$ cat config.mk
export PLATFORM = sky130hd
export DESIGN_NAME = alu_mc
export DESIGN_NICKNAME = d
export VERILOG_FILES = /design/src/rtl/alu_pkg.sv /design/src/rtl/alu_mul_seq.sv /design/src/rtl/alu_mc.sv
export SDC_FILE = /design/constraint.sdc
export NUM_CORES = 1
export LEC_CHECK = 0
export ABC_AREA = 1
export ABC_CLOCK_PERIOD_IN_PS = 2200
export BUFFER_PORTS_ARGS = -buffer_cell sky130_fd_sc_hd__clkbuf_2
export CORE_AREA = 2 2 123 125
export CTS_BUF_LIST = sky130_fd_sc_hd__clkbuf_4
export DETAILED_ROUTE_END_ITERATION = 8
export DIE_AREA = 0 0 125 127
export SYNTH_ARGS = -nofsm -noshare
export SYNTH_HDL_FRONTEND = slang
export SYNTH_SLANG_ARGS = --single-unit
$ cat constraint.sdc
create_clock -name clk -period 2.2 [get_ports clk]
set_input_delay 0 -clock clk [delete_from_list [all_inputs] [get_ports clk]]
set_output_delay 0 -clock clk [all_outputs]
set_load 0.1 [all_outputs]
$ cat src/rtl/alu_pkg.sv
// Shared opcode and FSM state definitions for the multi-cycle ALU.
package alu_pkg;

  localparam int CMD_W = 4;

  typedef enum logic [CMD_W-1:0] {
    OP_ADD  = 4'h0,
    OP_SUB  = 4'h1,
    OP_AND  = 4'h2,
    OP_OR   = 4'h3,
    OP_XOR  = 4'h4,
    OP_RXOR = 4'h5,
    OP_NOT  = 4'h6,
    OP_MUL  = 4'h7,
    OP_SHL  = 4'hE,
    OP_SHR  = 4'hF
  } alu_op_t;

  typedef enum logic [1:0] {
    ST_IDLE,
    ST_MUL,
    ST_DONE
  } state_t;

endpackage

$ cat src/rtl/alu_mul_seq.sv
// Shift-add multiplier: one multiplier bit per cycle, WIDTH bits in total.
module alu_mul_seq #(
  parameter int WIDTH = 8
) (
  input  logic               clk,
  input  logic               reset,
  input  logic               i_start,
  input  logic [WIDTH-1:0]   i_a,
  input  logic [WIDTH-1:0]   i_b,
  output logic               o_done,
  output logic [2*WIDTH-1:0] o_product
);

  localparam int CNT_W = $clog2(WIDTH);

  logic [2*WIDTH-1:0] r_acc;
  logic [2*WIDTH-1:0] r_mcand;
  logic [WIDTH-1:0]   r_mplier;
  logic [CNT_W-1:0]   r_count;
  logic               r_busy;

  // Bit 0 of the multiplier is consumed on the start edge, so done is
  // visible WIDTH-1 cycles later and the owner can latch on the WIDTH-th.
  always_ff @(posedge clk) begin
    if (reset) begin
      r_acc    <= '0;
      r_mcand  <= '0;
      r_mplier <= '0;
      r_count  <= '0;
      r_busy   <= 1'b0;
    end else if (i_start) begin
      r_acc    <= i_b[0] ? {{WIDTH{1'b0}}, i_a} : '0;
      r_mcand  <= {{(WIDTH-1){1'b0}}, i_a, 1'b0};
      r_mplier <= i_b >> 1;
      r_count  <= CNT_W'(WIDTH - 1);
      r_busy   <= 1'b1;
    end else if (r_busy) begin
      if (r_count != '0) begin
        if (r_mplier[0]) begin
          r_acc <= r_acc + r_mcand;
        end
        r_mcand  <= r_mcand << 1;
        r_mplier <= r_mplier >> 1;
        r_count  <= r_count - CNT_W'(1);
      end else begin
        r_busy <= 1'b0;
      end
    end
  end

  assign o_done    = r_busy && (r_count == '0);
  assign o_product = r_acc;

endmodule

$ cat src/rtl/alu_mc.sv
// Multi-cycle ALU with valid/ready handshakes; single-cycle ops are decoded
// here, MUL is delegated to the sequential shift-add unit.
module alu_mc
  import alu_pkg::*;
#(
  parameter int WIDTH = 8
) (
  input  logic             clk,
  input  logic             reset,
  input  logic             in_valid,
  output logic             in_ready,
  input  logic [CMD_W-1:0] alu_cmd,
  input  logic [WIDTH-1:0] inA,
  input  logic [WIDTH-1:0] inB,
  output logic             out_valid,
  input  logic             out_ready,
  output logic [WIDTH-1:0] rslt,
  output logic             carry,
  output logic             zero,
  output logic             beq,
  output logic             slt,
  output logic             err
);

  localparam logic [WIDTH-1:0] SHIFT_LIM = WIDTH'(WIDTH);

  state_t             r_state;
  logic               r_in_ready;
  logic               r_out_valid;
  logic [WIDTH-1:0]   r_rslt;
  logic               r_carry;
  logic               r_zero;
  logic               r_beq;
  logic               r_slt;
  logic               r_err;

  alu_op_t            w_op;
  logic               w_accept;
  logic               w_mul_start;
  logic               w_mul_done;
  logic [2*WIDTH-1:0] w_product;
  logic [WIDTH:0]     w_sum;
  logic [WIDTH:0]     w_diff;
  logic [WIDTH-1:0]   w_res;
  logic               w_carry;
  logic               w_err;

  assign w_op        = alu_op_t'(alu_cmd);
  assign w_accept    = in_valid && r_in_ready;
  assign w_mul_start = w_accept && (w_op == OP_MUL);

  alu_mul_seq #(.WIDTH(WIDTH)) u_mul (
    .clk      (clk),
    .reset    (reset),
    .i_start  (w_mul_start),
    .i_a      (inA),
    .i_b      (inB),
    .o_done   (w_mul_done),
    .o_product(w_product)
  );

  // Single-cycle result; the extra top bit of sum/diff is carry/borrow.
  always_comb begin
    w_res   = '0;
    w_carry = 1'b0;
    w_err   = 1'b0;
    w_sum   = {1'b0, inA} + {1'b0, inB};
    w_diff  = {1'b0, inA} - {1'b0, inB};
    case (w_op)
      OP_ADD:  begin w_res = w_sum[WIDTH-1:0];  w_carry = w_sum[WIDTH];  end
      OP_SUB:  begin w_res = w_diff[WIDTH-1:0]; w_carry = w_diff[WIDTH]; end
      OP_AND:  w_res = inA & inB;
      OP_OR:   w_res = inA | inB;
      OP_XOR:  w_res = inA ^ inB;
      OP_RXOR: w_res = {{(WIDTH-1){1'b0}}, ^inA};
      OP_NOT:  w_res = ~inA;
      OP_MUL:  w_res = '0;
      OP_SHL:  w_res = (inB >= SHIFT_LIM) ? '0 : (inA << inB);
      OP_SHR:  w_res = (inB >= SHIFT_LIM) ? '0 : (inA >> inB);
      default: w_err = 1'b1;
    endcase
  end

  always_ff @(posedge clk) begin
    if (reset) begin
      r_state     <= ST_IDLE;
      r_in_ready  <= 1'b1;
      r_out_valid <= 1'b0;
      r_rslt      <= '0;
      r_carry     <= 1'b0;
      r_zero      <= 1'b0;
      r_beq       <= 1'b0;
      r_slt       <= 1'b0;
      r_err       <= 1'b0;
    end else begin
      case (r_state)
        ST_IDLE: begin
          if (w_accept) begin
            r_in_ready <= 1'b0;
            r_beq      <= (inA == inB);
            r_slt      <= (inA < inB);
            if (w_op == OP_MUL) begin
              r_state <= ST_MUL;
            end else begin
              r_state     <= ST_DONE;
              r_out_valid <= 1'b1;
              r_rslt      <= w_res;
              r_carry     <= w_carry;
              r_zero      <= (w_res == '0);
              r_err       <= w_err;
            end
          end
        end
        ST_MUL: begin
          if (w_mul_done) begin
            r_state     <= ST_DONE;
            r_out_valid <= 1'b1;
            r_rslt      <= w_product[WIDTH-1:0];
            r_carry     <= |w_product[2*WIDTH-1:WIDTH];
            r_zero      <= (w_product[WIDTH-1:0] == '0);
            r_err       <= 1'b0;
          end
        end
        ST_DONE: begin
          // Return to IDLE only; the next accept happens a cycle later.
          if (out_ready) begin
            r_state     <= ST_IDLE;
            r_out_valid <= 1'b0;
            r_in_ready  <= 1'b1;
          end
        end
        default: begin
          r_state     <= ST_IDLE;
          r_in_ready  <= 1'b1;
          r_out_valid <= 1'b0;
        end
      endcase
    end
  end

  assign in_ready  = r_in_ready;
  assign out_valid = r_out_valid;
  assign rslt      = r_rslt;
  assign carry     = r_carry;
  assign zero      = r_zero;
  assign beq       = r_beq;
  assign slt       = r_slt;
  assign err       = r_err;

endmodule

==> results.yml <==
status:
  status: "finished, final reports clean"
place:
  hpwl_um: 12700
  io_buffers: 38
  dp_cells: 1044
  place.gp.congestion: 1.02
routing:
  viasPerCell: 5.24
  initialDrtViolationCount: 576
  post_drt_wl_per_cell_um: 15.1
  drtAntennaViolNets: 0
  drc_errors: 0
  vias: 5596
  routed_wl_um: 16200
  dr.pass1.iters: 5
final_layout:
  num-fill-cells: 1572
  drive_gt1_share_pct: 13.1
  final_cells: 1068
  fin_nets: 946
  seq_area_mm2: 0.00118
  syn_to_final_growth_pct: 15.2
  antenna_cells: 0
  multi_input_area_mm2: 0.00338
global_routing:
  grt_start_max_net_pins: 35
  grt_pass1_vias: 5135
  antenna_found_initial: 0
  gr-usage-all-layers_pct: 20.5
  grt_overflow_total: 0
  grt_pass1_wl_um: 26200
power_and_ir_drop:
  swShare_pct: 49.1
  power_frac_clock_pct: 20.0
  p_seq_share_pct: 32.6
  p_switching_mw: 1.88
  power.density_mw_per_mm2: 661
  peakVddDrop_mv: 0.372
  p_total_mw: 3.84
  power.internal_mw: 1.96
  combPwrFrac_pct: 47.4
  p_leak_nw: 2.79
setup_path:
  cp.required_ns: 2.51
  critPathKind: "input pin to flop"
  timing.critical_path.buf_inv: 5
  cp_max_fo: 7
  crit_path_end_kind: "flop"
  cpPeakStageDelay_ns: 0.54
  crit_slowest_cell: "dlygate4sd3_1"
  startpoint_type: "input pin"
  critPathLaunch: "inA[0]"
  worstPathCellList: "dlygate4sd3_1 > buf_4 > inv_2 > ha_1 > inv_1 > fa_1 > inv_2 > o21ai_2 > or2_0 > nand2_1 > nand3_1 > a21oi_2 > nand2_1 > o211ai_1 > a21oi_1"
  r2r-start: "u_mul.o_product[1]$_SDFFE_PP0P_"
  crit_arrival_ns: 2.35
  critical_path.top_delay_family: "buffers and inverters"
timing:
  post-route-period-util_pct: 93.0
  rsz0062_at_grt: "yes"
  worst_pin_slew_ns: 0.548
  final_hold_viol_count: 0
  hold_ws_ns: 0.0527
  setup_violations: 0
  drv_slew: 0
  fmax_mhz: 489
  fin_setup_tns_ns: 0
  relSlewSlack_pct: 63.6
  min_period_ns: 2.05
  fin_skew_ns: 0.00683
clock_network:
  root_buffer: "clkbuf_4"
  cts_buffer_depth: 2
  htreeDepth: 3
  cts_sinks: 59
  cts_tree: "done"
  insertion_delay_ns: 0.42
  cts-buffers-inserted: 9
  post_cts_buffers: 0
  cts.clk_slew.worst_paths_ns: 0.11
floorplanning:
  rows: 44
  io_pins: 39
  fp.dieH_um: 127
  die_w_um: 125
  placeableCoreArea_mm2: 0.0144
  die-area_mm2: 0.0159
  initial_core_util_pct: 34.9
logic_synthesis:
  synth-main-ff-cell: "dfxtp_1"
  synth.top_cell.area_share_pct: 23.4
  yosysWarnings: 0
  synth_most_common_cell: "nand2_1"
  syn_avg_cell_area_um2: 6.17
  ys_ff_latch: 59
  synthArstFlopShare_pct: 0
  synth_area_mm2: 0.00504
  yosys-top-cells-area: "dfxtp_1 (23%), nand2_1 (17%), ha_1 (9.9%)"
  syn-num-nets: 884
  syn_inst: 817
  synth-edff-count: 0
  seq_area_frac_synth_pct: 23.4
  yosys-top-cells-count: "nand2_1 (227), inv_1 (99), nand3_1 (80), a21oi_1 (75), nor2_1 (64)"
  yosys.area.top_type: "dfxtp_1"
  synth.distinct_cells: 48
min_path:
  hold_start: "inA[5]"
  hp-class: "input pin to flop"
run:
  max_cap_viol_count: 0
==> through the flow <==
step	setup WS, ns	utilization [%]	area, µm²
floorplan	0.145	-	5040
global placement	0.220	38.6	5570
detailed placement	0.173	38.6	5570
CTS	0.0863	40.1	5780
global route	-0.0216	40.3	5810
finish	0.154	40.3	5810
==> final timing paths <==
kind / end / slack (ns) / cells after the start
setup reg to reg: u_mul.o_product[9]$_SDFFE_PP0P_ / 0.27 / 10
hold reg to reg: u_mul.r_mplier[6]$_SDFFE_PP0P_ / 0.47 / 2
hold / removal: u_mul.o_product[5]$_SDFFE_PP0P_ / 0.05 / 4
setup / recovery: rslt[4]$_SDFFE_PP0P_ / 0.15 / 15
==> repair_timing <==
action	4_1_cts	5_1_grt
resized for setup	0	14
hold endpoints to repair	10	0
hold buffers	8	0
setup endpoints to repair	0	8
==> placed cells by master, fill, tap and decap left out, types with 8 or more instances in the layout <==
cell,n
clkbuf_2,37
nand2_1,227
a31oi_1,14
buf_4,29
ha_1,39
inv_1,97
a21oi_1,73
nand4_1,8
dfxtp_1,57
o22ai_1,14
nand3_1,80
nor2_1,61
nor3_1,8
o211ai_1,9
o21ai_0,39
clkbuf_4,9
dlygate4sd3_1,8
==> final cells by class <==
type / count / area share (%)
multi-input combinational: 630 / 58.2
timing repair buffer: 74 / 8.32
clock inverter: 7 / 1.18
clock buffer: 9 / 1.16
tap: 184 / 3.96
sequential: 59 / 20.4
inverter: 105 / 6.83
==> state kept, by name (all words and copies together) (netlist names), 2 cells and up <==
signal and count:
r_state 2, rslt 8, u_mul.o_product 16, u_mul.r_count 3, u_mul.r_mcand 15, u_mul.r_mplier 7
==> power by group through the flow <==
stage	registers (mW)	logic (mW)	clock network, mW
detailed placement	1.28	1.79	0
global placement	1.27	1.79	0
CTS	1.25	1.80	0.791
global route	1.27	1.98	0.842
floorplan	1.85	0.810	0
finish	1.25	1.82	0.769
==> logic make-up after synthesis <==
kind of cell / after synthesis / share of synthesized area, %
fa+ha+maj: 43 / 11.1
xor+xnor: 8 / 1.39
simple gates: 409 / 34.9
compound gates: 170 / 19.2
buf+inv: 128 / 9.93
flops: 59 / 23.4
==> per-layer routing <==
metal	GRT usage (%)	vias up	wire (µm)
met1	29.3	2530	7820
met3	3.81	26	1170
li1	-	2834	-
met2	31.3	206	6820
met5	0	-	0
met4	6.27	0	356
==> worst reg2reg max path: stages (launching register included) <==
cell and delay, ns:
dfxtp_2 0.38, ha_1 0.18, inv_1 0.06, fa_1 0.44, inv_1 0.11, a21oi_1 0.10
buf_4 0.16, o21bai_1 0.15, a21oi_1 0.08, o21ai_0 0.07, a21oi_1 0.08
(Power assumes the default switching activity.)
